<file path="config.mk">
export PLATFORM = sky130hd
export DESIGN_NAME = axi_rd_arbiter
export DESIGN_NICKNAME = d
export VERILOG_FILES = /design/src/rtl/axi_arb_pkg.sv /design/src/rtl/axi_rr_arbiter.sv /design/src/rtl/axi_rd_arbiter.sv
export SDC_FILE = /design/constraint.sdc
export NUM_CORES = 1
export LEC_CHECK = 0
export ABC_AREA = 0
export BUFFER_PORTS_ARGS = -buffer_cell sky130_fd_sc_hd__buf_2
export CORE_AREA = 2 2 143 145
export DETAILED_ROUTE_END_ITERATION = 7
export DIE_AREA = 0 0 145 147
export HOLD_SLACK_MARGIN = 0.08
export PLACE_DENSITY = 0.39
export SLEW_MARGIN = 20
export SYNTH_ARGS = -nofsm -noshare
export SYNTH_HDL_FRONTEND = slang
export SYNTH_SLANG_ARGS = --single-unit
</file>
<file path="constraint.sdc">
create_clock -name ACLK -period 2.8 [get_ports ACLK]
set_input_delay 0.56 -clock ACLK [delete_from_list [all_inputs] [get_ports ACLK]]
set_output_delay 0.56 -clock ACLK [all_outputs]
set_load 0.05 [all_outputs]
</file>
<file path="src/rtl/axi_arb_pkg.sv">
// Shared types and constants for the AXI read-path arbiter.
package axi_arb_pkg;

    typedef enum logic [1:0] {
        IDLE = 2'd0,
        ADDR = 2'd1,
        DATA = 2'd2
    } arb_state_e;

    localparam int LEN_W   = 8;
    localparam int SIZE_W  = 3;
    localparam int BURST_W = 2;
    localparam int PROT_W  = 3;
    localparam int RESP_W  = 2;

    localparam logic [1:0] BURST_FIXED = 2'b00;
    localparam logic [1:0] BURST_INCR  = 2'b01;
    localparam logic [1:0] BURST_WRAP  = 2'b10;

    localparam logic [1:0] RESP_OKAY   = 2'b00;
    localparam logic [1:0] RESP_EXOKAY = 2'b01;
    localparam logic [1:0] RESP_SLVERR = 2'b10;
    localparam logic [1:0] RESP_DECERR = 2'b11;

    // Index width for n requesters; a single requester still needs one bit.
    function automatic int idx_w(input int n);
        if (n > 1) begin
            return $clog2(n);
        end else begin
            return 1;
        end
    endfunction

endpackage

</file>
<file path="src/rtl/axi_rr_arbiter.sv">
// Combinational request picker: one-hot grant plus binary index of the winner.
// AXI_RD_ARB_RR_EN selects a round-robin search from ptr_i; otherwise lowest index wins.
module axi_rr_arbiter
    import axi_arb_pkg::*;
#(
    parameter int NUM_M = 4,
    parameter int IDX_W = idx_w(NUM_M)
) (
    input  logic [NUM_M-1:0] req_i,
`ifdef AXI_RD_ARB_RR_EN
    input  logic [IDX_W-1:0] ptr_i,
`endif
    output logic [NUM_M-1:0] gnt_o,
    output logic [IDX_W-1:0] idx_o
);

    logic [IDX_W-1:0] idx_s;
    logic [IDX_W-1:0] cand_s;

    // Walk candidates from farthest to nearest so the nearest requester overwrites last.
    always_comb begin
        idx_s  = '0;
        cand_s = '0;
        for (int k = NUM_M - 1; k >= 0; k--) begin
`ifdef AXI_RD_ARB_RR_EN
            cand_s = IDX_W'((int'(ptr_i) + k) % NUM_M);
`else
            cand_s = IDX_W'(k);
`endif
            if (req_i[cand_s]) begin
                idx_s = cand_s;
            end else begin
                idx_s = idx_s;
            end
        end
    end

    // One-hot form of the winner, empty when nobody requests.
    always_comb begin
        gnt_o = '0;
        if (|req_i) begin
            gnt_o[idx_s] = 1'b1;
        end else begin
            gnt_o = '0;
        end
    end

    assign idx_o = idx_s;

endmodule

</file>
<file path="src/rtl/axi_rd_arbiter.sv">
// AXI read-path arbiter: shares one slave AR/R channel among NUM_M masters, one burst at a time.
// Define AXI_RD_ARB_RR_EN for round-robin arbitration; the default build uses fixed priority.
module axi_rd_arbiter
    import axi_arb_pkg::*;
#(
    parameter int NUM_M      = 4,
    parameter int ADDR_WIDTH = 32,
    parameter int DATA_WIDTH = 32,
    parameter int ID_WIDTH   = 4
) (
    input  logic                          ACLK,
    input  logic                          ARESETn,
    input  logic [NUM_M*ID_WIDTH-1:0]     s_arid,
    input  logic [NUM_M*ADDR_WIDTH-1:0]   s_araddr,
    input  logic [NUM_M*LEN_W-1:0]        s_arlen,
    input  logic [NUM_M*SIZE_W-1:0]       s_arsize,
    input  logic [NUM_M*BURST_W-1:0]      s_arburst,
    input  logic [NUM_M*PROT_W-1:0]       s_arprot,
    input  logic [NUM_M-1:0]              s_arvalid,
    output logic [NUM_M-1:0]              s_arready,
    output logic [ID_WIDTH-1:0]           s_rid,
    output logic [DATA_WIDTH-1:0]         s_rdata,
    output logic [RESP_W-1:0]             s_rresp,
    output logic                          s_rlast,
    output logic [NUM_M-1:0]              s_rvalid,
    input  logic [NUM_M-1:0]              s_rready,
    output logic [ID_WIDTH-1:0]           m_arid,
    output logic [ADDR_WIDTH-1:0]         m_araddr,
    output logic [LEN_W-1:0]              m_arlen,
    output logic [SIZE_W-1:0]             m_arsize,
    output logic [BURST_W-1:0]            m_arburst,
    output logic [PROT_W-1:0]             m_arprot,
    output logic                          m_arvalid,
    input  logic                          m_arready,
    input  logic [ID_WIDTH-1:0]           m_rid,
    input  logic [DATA_WIDTH-1:0]         m_rdata,
    input  logic [RESP_W-1:0]             m_rresp,
    input  logic                          m_rlast,
    input  logic                          m_rvalid,
    output logic                          m_rready,
    output logic [NUM_M-1:0]              grant
);

    localparam int IDX_W = idx_w(NUM_M);

    arb_state_e       state_q, state_d;
    logic [IDX_W-1:0] gidx_q, gidx_d;
    logic [NUM_M-1:0] arb_gnt_s;
    logic [IDX_W-1:0] arb_idx_s;

    logic [ID_WIDTH-1:0]   arid_s    [NUM_M];
    logic [ADDR_WIDTH-1:0] araddr_s  [NUM_M];
    logic [LEN_W-1:0]      arlen_s   [NUM_M];
    logic [SIZE_W-1:0]     arsize_s  [NUM_M];
    logic [BURST_W-1:0]    arburst_s [NUM_M];
    logic [PROT_W-1:0]     arprot_s  [NUM_M];

    for (genvar i = 0; i < NUM_M; i++) begin : g_slot
        assign arid_s[i]    = s_arid[i*ID_WIDTH +: ID_WIDTH];
        assign araddr_s[i]  = s_araddr[i*ADDR_WIDTH +: ADDR_WIDTH];
        assign arlen_s[i]   = s_arlen[i*LEN_W +: LEN_W];
        assign arsize_s[i]  = s_arsize[i*SIZE_W +: SIZE_W];
        assign arburst_s[i] = s_arburst[i*BURST_W +: BURST_W];
        assign arprot_s[i]  = s_arprot[i*PROT_W +: PROT_W];
    end

    // The AR payload always follows gidx, even in IDLE; only the valid is gated.
    assign m_arid    = arid_s[gidx_q];
    assign m_araddr  = araddr_s[gidx_q];
    assign m_arlen   = arlen_s[gidx_q];
    assign m_arsize  = arsize_s[gidx_q];
    assign m_arburst = arburst_s[gidx_q];
    assign m_arprot  = arprot_s[gidx_q];

    assign s_rid   = m_rid;
    assign s_rdata = m_rdata;
    assign s_rresp = m_rresp;
    assign s_rlast = m_rlast;

`ifdef AXI_RD_ARB_RR_EN
    logic [IDX_W-1:0] ptr_q, ptr_d;

    // Round-robin pointer: where the next search begins.
    always_ff @(posedge ACLK or negedge ARESETn) begin
        if (!ARESETn) begin
            ptr_q <= '0;
        end else begin
            ptr_q <= ptr_d;
        end
    end
`endif

    axi_rr_arbiter #(
        .NUM_M (NUM_M),
        .IDX_W (IDX_W)
    ) u_arb (
        .req_i (s_arvalid),
`ifdef AXI_RD_ARB_RR_EN
        .ptr_i (ptr_q),
`endif
        .gnt_o (arb_gnt_s),
        .idx_o (arb_idx_s)
    );

    // FSM state and grant index registers.
    always_ff @(posedge ACLK or negedge ARESETn) begin
        if (!ARESETn) begin
            state_q <= IDLE;
            gidx_q  <= '0;
        end else begin
            state_q <= state_d;
            gidx_q  <= gidx_d;
        end
    end

    // Next state and channel routing; a master that drops arvalid in ADDR just stalls there.
    always_comb begin
        state_d   = state_q;
        gidx_d    = gidx_q;
        m_arvalid = 1'b0;
        s_arready = '0;
        s_rvalid  = '0;
        m_rready  = 1'b0;
        grant     = '0;
`ifdef AXI_RD_ARB_RR_EN
        ptr_d     = ptr_q;
`endif
        case (state_q)
            IDLE: begin
                if (|arb_gnt_s) begin
                    gidx_d  = arb_idx_s;
                    state_d = ADDR;
                end else begin
                    state_d = IDLE;
                end
            end
            ADDR: begin
                grant[gidx_q]     = 1'b1;
                m_arvalid         = s_arvalid[gidx_q];
                s_arready[gidx_q] = m_arready;
                if (s_arvalid[gidx_q] && m_arready) begin
                    state_d = DATA;
                end else begin
                    state_d = ADDR;
                end
            end
            DATA: begin
                grant[gidx_q]    = 1'b1;
                s_rvalid[gidx_q] = m_rvalid;
                m_rready         = s_rready[gidx_q];
                if (m_rvalid && s_rready[gidx_q] && m_rlast) begin
                    state_d = IDLE;
`ifdef AXI_RD_ARB_RR_EN
                    ptr_d = (gidx_q == IDX_W'(NUM_M - 1)) ? '0 : gidx_q + IDX_W'(1);
`endif
                end else begin
                    state_d = DATA;
                end
            end
            default: begin
                state_d = IDLE;
                gidx_d  = '0;
            end
        endcase
    end

endmodule

</file>
== After elaboration in Yosys (flattened, before gate mapping) ==
Index checks and enable logic that the tools add are counted.
Widths: inputs -> output; s select.

* Register bits: 4
* Output and inout bits: 105
* Logic and storage cells: 66
* Bits of input ports: 259

* Multiplexer cells: 42
* Order comparisons: 5
* Equality and inequality tests: 3
* Bitwise operators: 4
* Reduce and logical (&&, ||, !) cells: 10

{| class="wikitable"
|+ Operator list
! cell !! number
|-
| $bmux 32 s2 || 1
|-
| $mux 32 || 2
|-
| $mux 4 || 6
|-
| $mux 2 || 9
|-
| $bmux 8 s2 || 1
|-
| $mux 8 || 2
|-
| $bmux 3 s2 || 2
|-
| $mux 3 || 4
|-
| $and 4x4->4 || 2
|-
| $bmux 4 s2 || 1
|-
| $reduce_or 4->1 || 2
|-
| $mux 1 || 7
|-
| $lt 2x3->1 const B || 2
|-
| $pmux 2 s3 || 1
|-
| $logic_and 1x1->1 || 5
|-
| $bmux 1 s2 || 2
|-
| $bmux 2 s2 || 1
|-
| $demux 1 s2 || 2
|-
| $ge 2x1->1 const B || 2
|-
| $pmux 2 s2 || 1
|-
| $ge 3x3->1 const B || 1
|-
| $not 2->3 || 1
|-
| $eq 2x1->1 const B || 1
|-
| $eq 2x2->1 const B || 1
|-
| other kinds (5) || 5
|}

== Longest topological paths before layout ==
Gate-level depths: netlist of run 1.

* Depth after elaboration: 12
* Depth in mapped cells: 5
* Gate-level depth less buffers: 4

== Cells and area by module ==
From an unflattened synthesis of run 1, not the netlist that was laid out.

* Cell total of the unflattened synthesis: 158
* Area total of the unflattened synthesis: 1986.9 um^2

{| class="wikitable"
|+ By module, submodules not included
! module !! times used !! area each (um^2) !! seq. area each (um^2) !! cells an instance
|-
| axi_rd_arbiter || 1 || 1930.6 || 100.1 || 149
|-
| axi_rr_arbiter || 1 || 56.3 || 0.0 || 9
|}

== Worst setup path after synthesis of run 1 ==
No wires, ideal clock.

* Path kind: reg-to-output
* Start: reg gidx_q[1]
* End: out grant[0]
* Data required time: 2240 ps
* Path buffers: 3
* Data arrival time: 1940 ps
* Path slack: 300 ps
* Stages on the path, launching flop included: 5
* Path through: dfrtp_1 > buf_2 > buf_2 > buf_2 > nor3_1

* Longest elaborated chain between the ends: 5
* Elaborated cells on any way between the ends: 6
* Those cells by class: 2 x order compare; 3 x mux; 1 x reduce/logical

{| class="wikitable"
|+ RTL lines
! what !! RTL line !! source
|-
| start: declaration || axi_rd_arbiter.sv:47 || <nowiki>logic [IDX_W-1:0] gidx_q, gidx_d;</nowiki>
|-
| start signal: assignment || axi_rd_arbiter.sv:112 || <nowiki>gidx_q <= gidx_d;</nowiki>
|-
| $lt 2x3->1 (implied by the code) / $ge 2x1->1 (equally long branches) || axi_rd_arbiter.sv:138, axi_rd_arbiter.sv:148 ||
|-
| $logic_and 1x1->1 (implied by the code) || axi_rd_arbiter.sv:138, axi_rd_arbiter.sv:148 ||
|-
| $mux 1 (implied by the code) || axi_rd_arbiter.sv:138, axi_rd_arbiter.sv:148 ||
|-
| $demux 1 s2 * || axi_rd_arbiter.sv:138, axi_rd_arbiter.sv:148 ||
|-
| $mux 4 * || n/a ||
|-
| end: declaration || axi_rd_arbiter.sv:41 || <nowiki>output logic [NUM_M-1:0] grant</nowiki>
|}

Every way passes the cells marked *; elsewhere a longest branch is shown, timed or not.

== Final worst setup path of run 1 ==
* Start: reg gidx_q[0]
* End: out m_araddr[18]

* Longest elaborated chain between the ends: 4

{| class="wikitable"
|+ RTL lines
! what !! RTL line !! source
|-
| $not 2->3 (implied by the code) || axi_rd_arbiter.sv:69 || <nowiki>assign m_araddr = araddr_s[gidx_q];</nowiki>
|-
| $bmux 32 s2 || axi_rd_arbiter.sv:69 ||
|-
| $mux 32 (implied by the code) (2 in series) || axi_rd_arbiter.sv:69 ||
|-
| end: declaration || axi_rd_arbiter.sv:28 || <nowiki>output logic [ADDR_WIDTH-1:0] m_araddr,</nowiki>
|}

Every way passes these cells. The select of a mux whose other input is x is not followed.

==> results.ini, run 1 <==
[power]
power_frac_comb=0.899
switching_power_uw=2450
peakVddDrop_mv=0.601
powerDensity_nw_per_um2=1120
pwr-share-clk=0.061
power_frac_seq=0.040
swShare=0.624
cellLeakagePower_uw=0.00171
p_int_uw=1480

[clocking]
path_clk_slew_ns=0.03
cts_sinks=4
cts_tree=done
cts_setup_buffers=0
cts_resized=0
ctsHoldBuffers=0
htree_levels=1
cts_buffer_depth=2
cts_made_buffers=3
clk_latency_ns=0.23
clock-root-buffer=clkbuf_16

[synthesis]
ys_warn_count=0
synth_cell_types=25
netlist_instances=157
yosysTopAreaCell=mux4_2
synth_flop_cell=dfrtp_1
ys_top_cells_by_area=mux4_2, buf_4, dfrtp_1
syn_area_per_cell_um2=12.4
synth_edf_count=0
synth_top_area_share=0.613
syn_area_um2=1950
synth-seq-area-share=0.0514
synth_seq_cells=4
synth_fp_nets=420
async_flop_share=1.00

[floorplan]
row_count=52
die_height_um=147
io-pin-count=364
dieWidth_um=145
fp.coreArea_um2=19800
dieArea_um2=21300
initial_core_util=0.0982

[worst_setup_path]
worstReg2RegStart=gidx_q[0]
worst-path-max-fanout=26
cp-end-kind=primary output
worst-setup-path-type=reg -> out
cp-start-kind=flop
crit_path_top_delay_cell=mux4_2
cpLargestDelayFamily=multiplexers
path_cells=buf_12, mux4_2, buf_2
cpPeakStageDelay_ns=0.56
cp.arrival_ns=1.82
r2r_slack_ns=1.33
r2r.worst_path.cells=3
r2r_end=state_q[0]
cp_data_required_time_ns=2.24
crit_buf_inv=2

[layout]
final_nets=663
seq_area_um2=105
instances_no_fill=670
fin_area_um2=3510
final_core_util=0.177
multi_input_comb_area_um2=1470
area_growth_pct=80.2
drive_gt1_frac=0.877
fillers=2206

[detailed_routing]
vias=2469
drt_iter0_drc=99
avgViaCountPerCell=3.69
routed.top_layer=met4
wl_met3_um=987
wl_met1_mm=3.66
wirelength_mm=9.84
drc=0
wl_met2_mm=4.83
ant_nets=0
wl_per_cell_um=14.7
dr.pass1.iters=4

[global_route]
antenna_found_initial=1
grt_pass1_vias=2776
track_usage=0.0862
grt_pass1_wl_mm=15.0
overflow=0
grt_max_degree=36

[sta]
setup_viol_count_final=0
min_period_ns=2.38
maxSlewViolCount=0
finalHoldViolations=0
max_clock_freq_mhz=420
setup-tns-final_ns=0
min_period_over_period=0.851
finClkSkew_ns=0.00302
slew_headroom=0.726
rsz0062_at_grt=no
holdWs_ns=0.134
worst_pin_slew_ns=0.405

[run_status]
outcome=finished, final reports clean

[place]
placed_cell_area_um2=3430
place.gp.congestion=0.952
placed_cells=665
portBuffers=287
dp_hpwl_mm=8.70

[min_path]
worstHoldPathType=in -> async

[flow_run]
maxCapViolCount=0

placed cells by master, fill, tap and decap left out, types with 3 or more instances in the layout:
cell type and instances:
buf_12 3, buf_2 287, clkbuf_16 3, ha_1 4, inv_1 3, mux4_2 53
nand2_1 4, nand2b_1 3, nor2_1 13, nor3_1 3
layer usage:
layer,GRT usage,vias up
li1,-,1086
met1,0.0983,1178
met2,0.147,184
met3,0.0270,21
met4,0.0421,0
met5,0,-
cells in the mapped netlist (2+ instances only):
master and n:
o22a_1 2, nand3_1 2, dfrtp_1 4, nor3b_1 2
nor3_1 3, buf_4 40, mux2i_1 2, ha_1 4
mux4_2 53, nor2_1 13, nand2b_1 3, buf_2 7
inv_1 3, clkbuf_1 5, nand2_1 4
state kept, by name, indices dropped and copies added, names as in the netlist:
name     count
state_q      2
gidx_q       2
cells by family after synthesis:
family,synth area share
AO/OA/AOI/OAI,0.0302
adder cells (fa/ha/maj),0.0257
buffers and inverters,0.193
flip-flops,0.0514
multiplexers,0.623
AND/OR/NAND/NOR,0.0764
how the worst max path moves through the flow:
| stage | startpoint | to | slack (ns) | cells past startpoint |
|---|---|---|---|---|
| 4_1_cts | gidx_q[0] | m_araddr[18] | 0.38 | 3 |
| 2_1_floorplan | gidx_q[1] | grant[0] | 0.30 | 4 |
| 3_5_place_dp | gidx_q[0] | m_araddr[18] | 0.62 | 3 |
| 3_3_place_gp | gidx_q[0] | m_araddr[18] | 0.65 | 3 |
| 5_1_grt | gidx_q[0] | m_araddr[18] | 0.33 | 3 |
| 6_report | gidx_q[0] | m_araddr[18] | 0.42 | 3 |
power groups by stage:
stage | Combinational [uW] | Clock, uW | Sequential [uW]
after global routing | 3710 | 243 | 167
final | 3540 | 238 | 158
after global placement | 3550 | 0 | 156
after floorplan | 3000 | 0 | 96.1
after detailed placement | 3560 | 0 | 161
after CTS | 3580 | 241 | 161
layout make-up:
cell class / instances / share of cell area
inverters: 3 / 0.00321
repair buffers: 291 / 0.428
well taps: 270 / 0.0962
clock buffers: 4 / 0.0225
diodes: 1 / 0.000713
multi-input cells: 97 / 0.419
flip-flops and latches: 4 / 0.0299
stage by stage:
step,worst slack (ns),total power (uW)
after floorplan,0.300,3100
after detailed placement,0.623,3730
after global routing,0.327,4120
final,0.419,3930
after CTS,0.378,3980
after global placement,0.651,3700
No activity file was read; power rests on OpenSTA's default activity.
==> run 2: changes to the inputs <==
--- a/config.mk
+++ b/config.mk
@@ -12,6 +12,7 @@
 export DIE_AREA = 0 0 145 147
 export HOLD_SLACK_MARGIN = 0.08
 export PLACE_DENSITY = 0.39
+export REMOVE_ABC_BUFFERS = 1
 export SLEW_MARGIN = 20
 export SYNTH_ARGS = -nofsm -noshare
 export SYNTH_HDL_FRONTEND = slang
==> results.ini, run 2 (synthesized netlist as in run 1, its figures left out) <==
[place]
placed_cell_area_um2=3430  ; unchanged
dp_hpwl_mm=10.1  ; +16%
dp_slack_ns=0.469  ; -0.155 ns
placed_cells=665  ; unchanged
place.gp.congestion=0.868  ; -8.9%
portBuffers=287  ; unchanged

[clocking]
htree_levels=1  ; unchanged
cts_tree=done
clk_latency_ns=0.23  ; about the same
cts_buffer_depth=2  ; unchanged
ctsHoldBuffers=0  ; unchanged
path_clk_slew_ns=0.03  ; about the same
clock-root-buffer=clkbuf_16
cts_sinks=4  ; unchanged
cts_made_buffers=3  ; unchanged
cts_resized=0  ; unchanged
cts_setup_buffers=0  ; unchanged

[sta]
max_clock_freq_mhz=395  ; -5.9%
setup_viol_count_final=0  ; unchanged
rsz0062_at_grt=no
min_period_over_period=0.904  ; +0.0537
maxSlewViolCount=0  ; unchanged
holdWs_ns=0.135  ; +0.00120 ns
worst_pin_slew_ns=0.651  ; +0.246 ns
slew_headroom=0.566  ; -0.161
finClkSkew_ns=0.00340  ; +0.000382 ns
setup_ws_ns=0.268  ; -0.150 ns
min_period_ns=2.53  ; +0.150 ns
finalHoldViolations=0  ; unchanged

[global_route]
antenna_found_initial=1  ; unchanged
busiest_layer=met2
track_usage=0.0993  ; +0.0131
met1_usage=0.108  ; +0.00984
grt_pass1_vias=2797  ; +0.76%
grt_max_degree=27  ; -25%
grt_util_met3=0.0649  ; +0.0379
grt_pass1_wl_mm=16.3  ; +9.2%
grtUsageMet2=0.163  ; +0.0167
overflow=0  ; unchanged

[floorplan]
dieWidth_um=145  ; unchanged
row_count=52  ; unchanged
initial_core_util=0.0982  ; unchanged
dieArea_um2=21300  ; unchanged
fp.coreArea_um2=19800  ; unchanged
io-pin-count=364  ; unchanged
die_height_um=147  ; unchanged

[worst_setup_path]
cp_data_required_time_ns=2.24  ; about the same
r2r.worst_path.cells=3  ; unchanged
r2r_end=state_q[0]
cp.arrival_ns=1.97  ; +0.15 ns
crit_end=m_arsize[1]
worst-setup-path-type=reg -> out
r2r_slack_ns=1.16  ; -0.17 ns
cp-start-kind=flop
cp-end-kind=primary output
worstReg2RegStart=gidx_q[1]
worst-path-max-fanout=26  ; unchanged
startpoint=gidx_q[0]

[layout]
fillers=2233  ; +1.2%
reg_top3=gidx_q x2, state_q x2
drive_gt1_frac=0.877  ; unchanged
final_nets=663  ; unchanged
seq_area_um2=105  ; unchanged
instances_no_fill=670  ; unchanged
mostFrequentLayoutCell=buf_2
area_growth_pct=80.2  ; unchanged
final_cell_mix=buf_2, mux4_2, nor2_1
multi_input_comb_area_um2=1470  ; unchanged
fin_area_um2=3510  ; unchanged

[detailed_routing]
ant_nets=0  ; unchanged
vias=2490  ; +0.85%
wl_per_cell_um=16.7  ; +14%
dr.pass1.iters=4  ; unchanged
drc=0  ; unchanged
avgViaCountPerCell=3.72  ; +0.85%
drt_iter0_drc=75  ; -24%
wirelength_mm=11.2  ; +14%

[flow_run]
maxCapViolCount=0  ; unchanged

[power]
peakVddDrop_mv=0.480  ; -20%
power_uw=3960  ; +0.62%
cellLeakagePower_uw=0.00171  ; unchanged
powerDensity_nw_per_um2=1130  ; +0.62%

[run_status]
outcome=finished, final reports clean

[min_path]
worstHoldPathType=in -> async

[run 2: stage by stage]
| stage | TNS (ns) | utilization |
|---|---|---|
| after CTS | 0 | 0.177 |
| after floorplan | -59.20 | - |
| after global placement | 0 | 0.173 |
| after global routing | 0 | 0.177 |
| final | 0 | 0.177 |
| after detailed placement | 0 | 0.173 |
[run 2: layer usage]
layer  wire length, um  vias to the layer above
met5                60                        -
li1                  -                     1085
met3              1930                       11
met1              3960                     1152
met4                92                        2
met2              5160                      240
[run 2: final cells by class]
| cell class | count | area share |
|---|---|---|
| timing repair buffer | 291 | 0.428 |
| multi-input combinational | 97 | 0.419 |
| tap | 270 | 0.0962 |
| sequential | 4 | 0.0299 |
| clock buffer | 4 | 0.0225 |
| inverter | 3 | 0.00321 |
| antenna | 1 | 0.000713 |
[run 2: where the power goes]
| group | total, uW | internal (uW) | switching, uW |
|---|---|---|---|
| logic | 3490 | 1200 | 2290 |
| clock network | 237 | 189 | 48.6 |
| registers | 227 | 88.9 | 138 |
[run 2: how the worst min path moves through the flow]
stage | endpoint | start | depth (start not counted)
after global placement | state_q[1] | ARESETn | 1
after global routing | gidx_q[0] | ARESETn | 1
after CTS | gidx_q[0] | ARESETn | 1
final | gidx_q[0] | ARESETn | 1
after floorplan | gidx_q[0] | ARESETn | 0
after detailed placement | state_q[1] | ARESETn | 1
[run 2: worst max-delay path: stages, from the launching register on]
cell and delay [ns]:
dfrtp_4 0.62, buf_12 0.27, mux4_2 0.59, buf_2 0.24
==> run 3: changes to the inputs <==
--- a/config.mk
+++ b/config.mk
@@ -7,11 +7,10 @@
 export LEC_CHECK = 0
 export ABC_AREA = 0
 export BUFFER_PORTS_ARGS = -buffer_cell sky130_fd_sc_hd__buf_2
-export CORE_AREA = 2 2 143 145
+export CORE_AREA = 5 5 138 140
 export DETAILED_ROUTE_END_ITERATION = 7
-export DIE_AREA = 0 0 145 147
+export DIE_AREA = 0 0 143 145
 export HOLD_SLACK_MARGIN = 0.08
-export PLACE_DENSITY = 0.39
 export REMOVE_ABC_BUFFERS = 1
 export SLEW_MARGIN = 20
 export SYNTH_ARGS = -nofsm -noshare
==> results.ini, run 3 (synthesized netlist as in run 1, its figures left out) <==
[clocking]
cts_tree=done
cts_resized=0  ; unchanged
clk_latency_ns=0.22  ; about the same
htree_levels=1  ; unchanged
path_clk_slew_ns=0.03  ; about the same
clock-root-buffer=clkbuf_16
ctsHoldBuffers=0  ; unchanged
cts_sinks=4  ; unchanged
cts_buffer_depth=2  ; unchanged
cts_made_buffers=3  ; unchanged
cts_setup_buffers=0  ; unchanged

[place]
place.gp.congestion=0.808  ; -6.9%
portBuffers=287  ; unchanged
placed_cell_area_um2=3370  ; -1.9%
dp_hpwl_mm=11.5  ; +14%

[sta]
maxSlewViolCount=0  ; unchanged
min_period_over_period=0.853  ; -0.0510
min_period_ns=2.39  ; -0.143 ns
finalHoldViolations=0  ; unchanged
rsz0062_at_grt=no
slew_headroom=0.696  ; +0.130
max_clock_freq_mhz=419  ; +6.0%
holdWs_ns=0.137  ; +0.00165 ns
setup_viol_count_final=0  ; unchanged
worst_pin_slew_ns=0.456  ; -0.195 ns
finClkSkew_ns=0.00270  ; -0.000694 ns

[worst_setup_path]
cp_data_required_time_ns=2.24  ; about the same
r2r_slack_ns=1.35  ; +0.19 ns
r2r_end=state_q[0]
cpLargestDelayFamily=multiplexers
cp.arrival_ns=1.83  ; -0.14 ns
path_cells=buf_12, mux4_2, buf_2
worst-path-max-fanout=32  ; +23%
cp-start-kind=flop
worst-setup-path-type=reg -> out
cp-end-kind=primary output
r2r.worst_path.cells=3  ; unchanged
worstReg2RegStart=gidx_q[0]
cpPeakStageDelay_ns=0.56  ; -0.06 ns
crit_path_top_delay_cell=mux4_2
crit_buf_inv=2  ; unchanged

[floorplan]
fp.coreArea_um2=17700  ; -11%
row_count=49  ; -5.8%
dieArea_um2=20700  ; -2.7%
dieWidth_um=143  ; -1.4%
io-pin-count=364  ; unchanged
die_height_um=145  ; -1.4%
initial_core_util=0.110  ; +0.0118

[run_status]
outcome=finished, final reports clean

[global_route]
track_usage=0.112  ; +0.0131
grt_max_degree=33  ; +22%
overflow=0  ; unchanged
grt_pass1_vias=2807  ; +0.36%
grt_pass1_wl_mm=17.6  ; +7.6%
antenna_found_initial=0  ; -1

[detailed_routing]
wirelength_mm=12.8  ; +14%
avgViaCountPerCell=4.01  ; +7.9%
dr.pass1.iters=4  ; unchanged
ant_nets=0  ; unchanged
drt_iter0_drc=85  ; +13%
drc=0  ; unchanged
vias=2518  ; +1.1%
wl_per_cell_um=20.3  ; +22%

[min_path]
worstHoldPathType=in -> async

[layout]
fin_area_um2=3440  ; -1.9%
mostFrequentLayoutCell=buf_2
drive_gt1_frac=0.877  ; unchanged
final_nets=663  ; unchanged
final_cell_mix=buf_2, mux4_2, nor2_1
area_growth_pct=76.8
reg_top3=gidx_q x2, state_q x2
antenna_cells=0  ; -1

[power]
peakVddDrop_mv=0.492  ; +2.6%
powerDensity_nw_per_um2=1140  ; +1.0%
cellLeakagePower_uw=0.00170  ; -0.23%

[flow_run]
maxCapViolCount=0  ; unchanged

-- run 3: cell types whose count changed in the layout (fill, tap and decap cells not counted) --
cell / change
buf_12: -1
buf_4: +1
diode_2: -1
-- run 3: area by class of cell --
class	count	area, um2
clock buffers	4	78.8
fillers	1968	14300
inverters	3	11.3
multi-input cells	97	1470
flip-flops and latches	4	105
well taps	229	287
repair buffers	291	1490
-- run 3: worst max-delay path by stage --
stage	start	endpoint	slack (ns)	cells past startpoint
floorplan	gidx_q[0]	m_arvalid	-1.08	2
global placement	gidx_q[0]	m_arprot[0]	0.64	3
detailed placement	gidx_q[0]	m_arprot[0]	0.61	3
CTS	gidx_q[0]	m_arprot[0]	0.37	3
global route	gidx_q[0]	m_arprot[0]	0.32	3
finish	gidx_q[0]	m_arprot[0]	0.41	3
-- run 3: routing by layer --
metal  vias up  global-route usage  share of wire  routed length [um]
met5         -              0.0455          0.010                 132
met4         4              0.0200          0.014                 174
met3        14              0.0642           0.17                2170
met2       243               0.176           0.44                5610
met1      1173               0.133           0.37                4670
li1       1084                   -              -                   -
-- run 3: where the power goes --
group          leakage [uW]  internal (uW)  switching (uW)
Combinational       0.00162           1180            2370
Clock             0.0000382            188            39.7
Sequential        0.0000473           90.8            54.9
-- run 3: through the flow --
step	TNS [ns]	setup slack (ns)	utilization	power, uW	std cells
floorplan	-59.20	-1.08	-	2920	104
global placement	0	0.636	0.190	3730	624
detailed placement	0	0.607	0.190	3750	624
CTS	0	0.371	0.194	3990	628
global route	0	0.321	0.194	4150	628
finish	0	0.411	0.194	3920	628
